<file path="src/rtl/ex_mem_if.sv">
// EX/MEM bus: Execute-side inputs, Memory-side outputs and status.
interface ex_mem_if #(
  parameter int unsigned DATA_W = 32,
  parameter int unsigned REG_W  = 5,
  parameter int unsigned CNT_W  = 16
);
  logic              ivalid;
  logic              oready;
  logic [DATA_W-1:0] iadder_branch_result;
  logic              iALU_zero;
  logic [DATA_W-1:0] iALU_result;
  logic [DATA_W-1:0] iregfile_read_2;
  logic [REG_W-1:0]  ireg_write_reg;
  logic              iSig_Branch;
  logic              iSig_MemRead;
  logic              iSig_MemWrite;
  logic              iSig_RegWrite;
  logic              iSig_MemtoReg;
  logic              ovalid;
  logic              iready;
  logic [DATA_W-1:0] o_adder_branch_result;
  logic              oALU_zero;
  logic [DATA_W-1:0] oALU_result;
  logic [DATA_W-1:0] oregfile_read_2;
  logic [REG_W-1:0]  oreg_write_reg;
  logic              oSig_Branch;
  logic              oSig_MemRead;
  logic              oSig_MemWrite;
  logic              oSig_RegWrite;
  logic              oSig_MemtoReg;
  logic              oPCSrc;
  logic [CNT_W-1:0]  ostall_cnt;

  // Pipeline register view.
  modport slave (
    input  ivalid, iadder_branch_result, iALU_zero, iALU_result, iregfile_read_2,
           ireg_write_reg, iSig_Branch, iSig_MemRead, iSig_MemWrite, iSig_RegWrite,
           iSig_MemtoReg, iready,
    output oready, ovalid, o_adder_branch_result, oALU_zero, oALU_result, oregfile_read_2,
           oreg_write_reg, oSig_Branch, oSig_MemRead, oSig_MemWrite, oSig_RegWrite,
           oSig_MemtoReg, oPCSrc, ostall_cnt
  );

  // Surrounding pipeline view (Execute producer and Memory consumer).
  modport master (
    output ivalid, iadder_branch_result, iALU_zero, iALU_result, iregfile_read_2,
           ireg_write_reg, iSig_Branch, iSig_MemRead, iSig_MemWrite, iSig_RegWrite,
           iSig_MemtoReg, iready,
    input  oready, ovalid, o_adder_branch_result, oALU_zero, oALU_result, oregfile_read_2,
           oreg_write_reg, oSig_Branch, oSig_MemRead, oSig_MemWrite, oSig_RegWrite,
           oSig_MemtoReg, oPCSrc, ostall_cnt
  );
endinterface

</file>
<file path="src/rtl/ex_mem_pipe.sv">
// EX/MEM pipeline register with a 2-entry skid buffer, branch-taken select
// and a saturating stall-cycle counter.
module ex_mem_pipe #(
  parameter int unsigned DATA_W = 32,
  parameter int unsigned REG_W  = 5,
  parameter int unsigned CNT_W  = 16
) (
  input  logic     clk,
  input  logic     reset,
  input  logic     iflush,
  ex_mem_if.slave  bus
);

  typedef struct packed {
    logic [DATA_W-1:0] br_tgt;
    logic              zero;
    logic [DATA_W-1:0] alu;
    logic [DATA_W-1:0] rd2;
    logic [REG_W-1:0]  rd;
    logic              branch;
    logic              mem_read;
    logic              mem_write;
    logic              reg_write;
    logic              mem_to_reg;
  } payload_t;

  payload_t         main_q, main_d, skid_q, skid_d, in_pl;
  logic             main_vld_q, main_vld_d, skid_vld_q, skid_vld_d;
  logic [CNT_W-1:0] cnt_q, cnt_d;
  logic             accept, load;

  // Pack the Execute outputs into one payload word.
  always_comb begin
    in_pl = '{
      br_tgt:     bus.iadder_branch_result,
      zero:       bus.iALU_zero,
      alu:        bus.iALU_result,
      rd2:        bus.iregfile_read_2,
      rd:         bus.ireg_write_reg,
      branch:     bus.iSig_Branch,
      mem_read:   bus.iSig_MemRead,
      mem_write:  bus.iSig_MemWrite,
      reg_write:  bus.iSig_RegWrite,
      mem_to_reg: bus.iSig_MemtoReg
    };
  end

  assign accept = bus.ivalid & ~skid_vld_q;
  assign load   = ~main_vld_q | bus.iready;

  // Next-state for main/skid entries; skid always drains before new input.
  always_comb begin
    main_d     = main_q;
    skid_d     = skid_q;
    main_vld_d = main_vld_q;
    skid_vld_d = skid_vld_q;
    if (iflush) begin
      main_vld_d = 1'b0;
      skid_vld_d = 1'b0;
    end else if (load) begin
      if (skid_vld_q) begin
        main_d     = skid_q;
        main_vld_d = 1'b1;
        skid_vld_d = 1'b0;
      end else if (accept) begin
        main_d     = in_pl;
        main_vld_d = 1'b1;
      end else begin
        main_vld_d = 1'b0;
      end
    end else if (accept) begin
      // Main is stalled: park the new entry in the skid.
      skid_d     = in_pl;
      skid_vld_d = 1'b1;
    end
  end

  // Stall counter saturates at all-ones; iflush does not touch it.
  always_comb begin
    cnt_d = cnt_q;
    if (main_vld_q && !bus.iready && (cnt_q != {CNT_W{1'b1}})) begin
      cnt_d = cnt_q + 1'b1;
    end
  end

  // State registers with synchronous reset.
  always_ff @(posedge clk) begin
    if (reset) begin
      main_q     <= '0;
      skid_q     <= '0;
      main_vld_q <= 1'b0;
      skid_vld_q <= 1'b0;
      cnt_q      <= '0;
    end else begin
      main_q     <= main_d;
      skid_q     <= skid_d;
      main_vld_q <= main_vld_d;
      skid_vld_q <= skid_vld_d;
      cnt_q      <= cnt_d;
    end
  end

  assign bus.oready                = ~skid_vld_q;
  assign bus.ovalid                = main_vld_q;
  assign bus.o_adder_branch_result = main_q.br_tgt;
  assign bus.oALU_zero             = main_q.zero;
  assign bus.oALU_result           = main_q.alu;
  assign bus.oregfile_read_2       = main_q.rd2;
  assign bus.oreg_write_reg        = main_q.rd;
  assign bus.oSig_Branch           = main_q.branch;
  assign bus.oSig_MemRead          = main_q.mem_read;
  assign bus.oSig_MemWrite         = main_q.mem_write;
  assign bus.oSig_RegWrite         = main_q.reg_write;
  assign bus.oSig_MemtoReg         = main_q.mem_to_reg;
  // Gated by valid so a stale held entry never redirects the PC.
  assign bus.oPCSrc                = main_vld_q & main_q.branch & main_q.zero;
  assign bus.ostall_cnt            = cnt_q;

endmodule

</file>
<file path="src/flat_wrapper.sv">
// flat-port wrapper written by rule: the top's interface ports become plain ports
module ex_mem_pipe_flat 
#(
  parameter int unsigned DATA_W = 32,
  parameter int unsigned REG_W  = 5,
  parameter int unsigned CNT_W  = 16
)
  (clk, reset, iflush, bus_ivalid, bus_iadder_branch_result, bus_iALU_zero, bus_iALU_result, bus_iregfile_read_2, bus_ireg_write_reg, bus_iSig_Branch, bus_iSig_MemRead, bus_iSig_MemWrite, bus_iSig_RegWrite, bus_iSig_MemtoReg, bus_iready, bus_oready, bus_ovalid, bus_o_adder_branch_result, bus_oALU_zero, bus_oALU_result, bus_oregfile_read_2, bus_oreg_write_reg, bus_oSig_Branch, bus_oSig_MemRead, bus_oSig_MemWrite, bus_oSig_RegWrite, bus_oSig_MemtoReg, bus_oPCSrc, bus_ostall_cnt);
  ex_mem_if #(.DATA_W(DATA_W), .REG_W(REG_W), .CNT_W(CNT_W)) bus_i ();
  input  logic clk;
  input  logic reset;
  input  logic iflush;
  input wire logic [$bits(bus_i.ivalid)-1:0] bus_ivalid;
  input wire logic [$bits(bus_i.iadder_branch_result)-1:0] bus_iadder_branch_result;
  input wire logic [$bits(bus_i.iALU_zero)-1:0] bus_iALU_zero;
  input wire logic [$bits(bus_i.iALU_result)-1:0] bus_iALU_result;
  input wire logic [$bits(bus_i.iregfile_read_2)-1:0] bus_iregfile_read_2;
  input wire logic [$bits(bus_i.ireg_write_reg)-1:0] bus_ireg_write_reg;
  input wire logic [$bits(bus_i.iSig_Branch)-1:0] bus_iSig_Branch;
  input wire logic [$bits(bus_i.iSig_MemRead)-1:0] bus_iSig_MemRead;
  input wire logic [$bits(bus_i.iSig_MemWrite)-1:0] bus_iSig_MemWrite;
  input wire logic [$bits(bus_i.iSig_RegWrite)-1:0] bus_iSig_RegWrite;
  input wire logic [$bits(bus_i.iSig_MemtoReg)-1:0] bus_iSig_MemtoReg;
  input wire logic [$bits(bus_i.iready)-1:0] bus_iready;
  output wire logic [$bits(bus_i.oready)-1:0] bus_oready;
  output wire logic [$bits(bus_i.ovalid)-1:0] bus_ovalid;
  output wire logic [$bits(bus_i.o_adder_branch_result)-1:0] bus_o_adder_branch_result;
  output wire logic [$bits(bus_i.oALU_zero)-1:0] bus_oALU_zero;
  output wire logic [$bits(bus_i.oALU_result)-1:0] bus_oALU_result;
  output wire logic [$bits(bus_i.oregfile_read_2)-1:0] bus_oregfile_read_2;
  output wire logic [$bits(bus_i.oreg_write_reg)-1:0] bus_oreg_write_reg;
  output wire logic [$bits(bus_i.oSig_Branch)-1:0] bus_oSig_Branch;
  output wire logic [$bits(bus_i.oSig_MemRead)-1:0] bus_oSig_MemRead;
  output wire logic [$bits(bus_i.oSig_MemWrite)-1:0] bus_oSig_MemWrite;
  output wire logic [$bits(bus_i.oSig_RegWrite)-1:0] bus_oSig_RegWrite;
  output wire logic [$bits(bus_i.oSig_MemtoReg)-1:0] bus_oSig_MemtoReg;
  output wire logic [$bits(bus_i.oPCSrc)-1:0] bus_oPCSrc;
  output wire logic [$bits(bus_i.ostall_cnt)-1:0] bus_ostall_cnt;
  assign bus_i.ivalid = bus_ivalid;
  assign bus_i.iadder_branch_result = bus_iadder_branch_result;
  assign bus_i.iALU_zero = bus_iALU_zero;
  assign bus_i.iALU_result = bus_iALU_result;
  assign bus_i.iregfile_read_2 = bus_iregfile_read_2;
  assign bus_i.ireg_write_reg = bus_ireg_write_reg;
  assign bus_i.iSig_Branch = bus_iSig_Branch;
  assign bus_i.iSig_MemRead = bus_iSig_MemRead;
  assign bus_i.iSig_MemWrite = bus_iSig_MemWrite;
  assign bus_i.iSig_RegWrite = bus_iSig_RegWrite;
  assign bus_i.iSig_MemtoReg = bus_iSig_MemtoReg;
  assign bus_i.iready = bus_iready;
  assign bus_oready = bus_i.oready;
  assign bus_ovalid = bus_i.ovalid;
  assign bus_o_adder_branch_result = bus_i.o_adder_branch_result;
  assign bus_oALU_zero = bus_i.oALU_zero;
  assign bus_oALU_result = bus_i.oALU_result;
  assign bus_oregfile_read_2 = bus_i.oregfile_read_2;
  assign bus_oreg_write_reg = bus_i.oreg_write_reg;
  assign bus_oSig_Branch = bus_i.oSig_Branch;
  assign bus_oSig_MemRead = bus_i.oSig_MemRead;
  assign bus_oSig_MemWrite = bus_i.oSig_MemWrite;
  assign bus_oSig_RegWrite = bus_i.oSig_RegWrite;
  assign bus_oSig_MemtoReg = bus_i.oSig_MemtoReg;
  assign bus_oPCSrc = bus_i.oPCSrc;
  assign bus_ostall_cnt = bus_i.ostall_cnt;
  ex_mem_pipe #(.DATA_W(DATA_W), .REG_W(REG_W), .CNT_W(CNT_W)) u_core (.clk(clk), .reset(reset), .iflush(iflush), .bus(bus_i));
endmodule
</file>
<file path="config.mk">
export PLATFORM = sky130hd
export DESIGN_NAME = ex_mem_pipe_flat
export DESIGN_NICKNAME = d
export VERILOG_FILES = /design/src/rtl/ex_mem_if.sv /design/src/rtl/ex_mem_pipe.sv /design/src/flat_wrapper.sv
export SDC_FILE = /design/constraint.sdc
export NUM_CORES = 1
export LEC_CHECK = 0
export BUFFER_PORTS_ARGS = -buffer_cell sky130_fd_sc_hd__buf_2
export CAP_MARGIN = 5
export CORE_ASPECT_RATIO = 1.25
export CORE_UTILIZATION = 53
export CTS_CLUSTER_DIAMETER = 50
export CTS_CLUSTER_SIZE = 40
export DETAILED_ROUTE_END_ITERATION = 7
export PLACE_DENSITY = 0.8
export SYNTH_ARGS = -nofsm -noshare
export SYNTH_HDL_FRONTEND = slang
export SYNTH_SLANG_ARGS = --single-unit
export TNS_END_PERCENT = 1
</file>
<file path="constraint.sdc">
create_clock -name clk -period 2.6 [get_ports clk]
set_input_delay 0.26 -clock clk [delete_from_list [all_inputs] [get_ports clk]]
set_output_delay 0.26 -clock clk [all_outputs]
set_load 0.005 [all_outputs]
</file>
==> flow_summary.json <==
{
  "run_status": "finished clean",
  "start_util_pct": 54.5,
  "grt_antenna_before_repair": 0,
  "rsz0062_at_grt": "no",
  "vdd_drop_max_mv": 0.571,
  "cts_buffer_depth": 3,
  "synth_top_family_by_area": "simple AND/OR/NAND/NOR gates",
  "finalNetCount": 1360,
  "synth_top_cell_by_area": "dfxtp_1",
  "cts_buffers": 18,
  "syn_area_um2": 9210,
  "period_share_pct": 78.7,
  "synth.avg_cell_area_um2": 8.72,
  "grt_pass1_vias": 7151,
  "power_leakage_nw": 4.19,
  "hp-start": "bus_iALU_result[11]",
  "die_y_um": 149,
  "insertion_delay_ns": 0.49,
  "cts_resized": 0,
  "hold_viol": 0,
  "synth_xor_area_share_pct": 0,
  "cp.arrival_ns": 2.46,
  "synth_mux_area_share_pct": 12.1,
  "regMostFlops": "u_core.skid_q",
  "crit_fanout": 7,
  "synth_top_flop_cell": "dfxtp_1",
  "syn2layout_area_growth_pct": 21.7,
  "die_x_um": 120,
  "detail_route.iter0.violations": 569,
  "hp-class": "in2reg",
  "io_pins": 238,
  "place.gp.congestion": 0.903,
  "rr_endpoint": "u_core.bus.ostall_cnt[10]$_SDFFE_PP0P_",
  "via_count": 8009,
  "power_density_nw_per_um2": 637,
  "startpoint_type": "flip-flop",
  "setup_viol": 0,
  "synth_seq_cells": 232,
  "wl_per_cell_um": 14.6,
  "die-area_um2": 17900,
  "postRouteWirelength_um": 21600,
  "ant_nets": 0,
  "diodes": 0,
  "reg2reg_depth": 5,
  "overflow": 0,
  "whs_endpoint": "u_core.skid_q[53]$_SDFFE_PP0P_",
  "synth.yosys.seq_area_share_pct": 50.4,
  "post-cts-setup-buffer-count": 0,
  "synthAdderAreaFrac_pct": 0.136,
  "yosys.area_share.simple_pct": 16.8,
  "root_buffer": "clkbuf_16",
  "largest_register_ffs": 107,
  "p_total_mw": 7.14,
  "fillers": 1416,
  "synth_compound_gate_area_share_pct": 16.6,
  "cp-end-kind": "flip-flop",
  "hpwl_um": 13600,
  "async_flop_share_pct": 0,
  "synth-edff-count": 0,
  "yosys.cell_types.count": 39,
  "h-tree-depth": 1,
  "ys_top_cells_by_area": "dfxtp_1 50%, mux2i_1 12%, a211oi_1 9.0%",
  "holdWs_ns": 0.0127,
  "min_period_ns": 2.05,
  "slew_headroom_pct": 56.0,
  "tightestPinTransition_ns": 0.654,
  "syn-num-nets": 1170,
  "first_pass_iters": 4,
  "whs_path_depth": 3,
  "final_layout_size_suffix_gt1_share_pct": 22.9,
  "grt_pass1_wl_um": 34700,
  "maxCapViolCount": 0,
  "hold_buffers": 5,
  "core_area_um2": 16900,
  "tns_ns": 0,
  "clock_skew_ns": 0.0215,
  "grt_start_max_net_pins": 141,
  "r2r_slack_ns": 0.55,
  "cts_tree": "built",
  "vias_per_cell": 5.42,
  "worstSetupPathType": "reg2reg",
  "clock_sink_count": 232,
  "synth_warnings": 0,
  "io_buffer_count": 237,
  "yosysTopAreaCellShare_pct": 50.4,
  "timing.fmax_ghz": 0.488,
  "drcViolationCount": 0,
  "r2r-start": "u_core.bus.ostall_cnt[0]$_SDFFE_PP0P_",
  "crit_required_ns": 3.01,
  "syn_inst": 1057,
  "core.rowCount": 53,
  "grtUsageTotal_pct": 23.2,
  "cts.clk_slew.worst_paths_ns": 0.08,
  "slew_viol_final": 0
}
## cells by family after synthesis
| kind of cell | count (synthesis) |
|---|---|
| flops | 232 |
| compound gates | 243 |
| fa+ha+maj | 1 |
| buf+inv | 91 |
| mux | 111 |
| simple gates | 379 |
## layout by cell type (no fill, tap or decap), types with 2 or more instances in the layout
master,instances
dfxtp_1,231
nor2_1,118
buf_2,236
inv_1,6
clkbuf_16,19
dlygate4sd3_1,7
nand4_1,4
a21oi_1,116
a31oi_1,3
o21a_1,2
or4_1,4
o31ai_1,5
inv_8,2
nand2_1,219
nand2b_1,3
or3_1,2
nor4_1,4
nor2b_1,5
and4_1,2
a211oi_1,111
clkinvlp_4,3
mux2_2,3
inv_6,3
nand3_1,4
nor3_1,3
mux2i_1,108
clkinv_2,2
buf_12,8
buf_4,3
## worst max-delay path: stages (launching register included)
cell and delay, ns:
dfxtp_1 0.42, ha_1 0.29, nand3b_1 0.16, or3_1 0.42
or4_1 0.53, a21oi_1 0.15
## synthesized netlist by cell type (all sizes together), types with 2 or more instances
library cell	n
a21oi	116
nor2	118
o21a	2
or3	2
o31ai	5
a211oi	111
nor3	4
a31oi	3
clkbuf	59
dfxtp	232
inv	6
or4	4
and3	2
nor2b	5
mux2i	108
nand2b	3
mux2	3
nor4	4
nand2	219
nand3	5
and4	2
buf	26
nand4	5
## layer usage
metal	vias up	part of all wire [%]	GRT usage, %
met4	0	2.8	7.88
met2	233	47	37.4
met1	3688	43	30.4
li1	4047	-	-
met5	-	0	0
met3	41	6.7	5.50
## report_power, final
group / internal, mW / switching [mW]
registers: 3.68 / 0.0681
logic: 0.282 / 0.343
clock network: 1.40 / 1.37
## worst max path at each step
| stage | startpoint | endpoint | slack, ns | depth (start not counted) |
|---|---|---|---|---|
| global placement | u_core.bus.ostall_cnt[0]$_SDFFE_PP0P_ | u_core.bus.ostall_cnt[10]$_SDFFE_PP0P_ | 0.67 | 5 |
| floorplan | u_core.bus.ostall_cnt[0]$_SDFFE_PP0P_ | u_core.bus.ostall_cnt[10]$_SDFFE_PP0P_ | 0.71 | 6 |
| finish | u_core.bus.ostall_cnt[0]$_SDFFE_PP0P_ | u_core.bus.ostall_cnt[10]$_SDFFE_PP0P_ | 0.55 | 5 |
| global route | u_core.bus.ostall_cnt[0]$_SDFFE_PP0P_ | u_core.bus.ostall_cnt[10]$_SDFFE_PP0P_ | 0.38 | 5 |
| detailed placement | u_core.bus.ostall_cnt[0]$_SDFFE_PP0P_ | u_core.bus.ostall_cnt[10]$_SDFFE_PP0P_ | 0.60 | 5 |
| CTS | u_core.bus.ostall_cnt[0]$_SDFFE_PP0P_ | u_core.bus.ostall_cnt[10]$_SDFFE_PP0P_ | 0.56 | 5 |
## stage by stage
step	instance area [um2]	utilization (%)	instances	worst slack, ns
finish	11200	66.3	1479	0.553
global route	11200	66.3	1479	0.384
CTS	11200	66.2	1477	0.561
detailed placement	10600	62.4	1440	0.604
global placement	10600	62.4	1440	0.666
floorplan	9210	-	1057	0.707
## layout make-up
class / instances / area [um2] / area share [%]
Inverter: 6 / 22.5 / 0.201
Sequential cell: 232 / 4650 / 41.4
Clock buffer: 20 / 479 / 4.27
Tap cell: 220 / 275 / 2.45
Clock inverter: 12 / 114 / 1.02
Timing Repair Buffer: 255 / 1450 / 12.9
Multi-Input combinational cell: 734 / 4230 / 37.7
No activity file was read; power rests on OpenSTA's default activity.
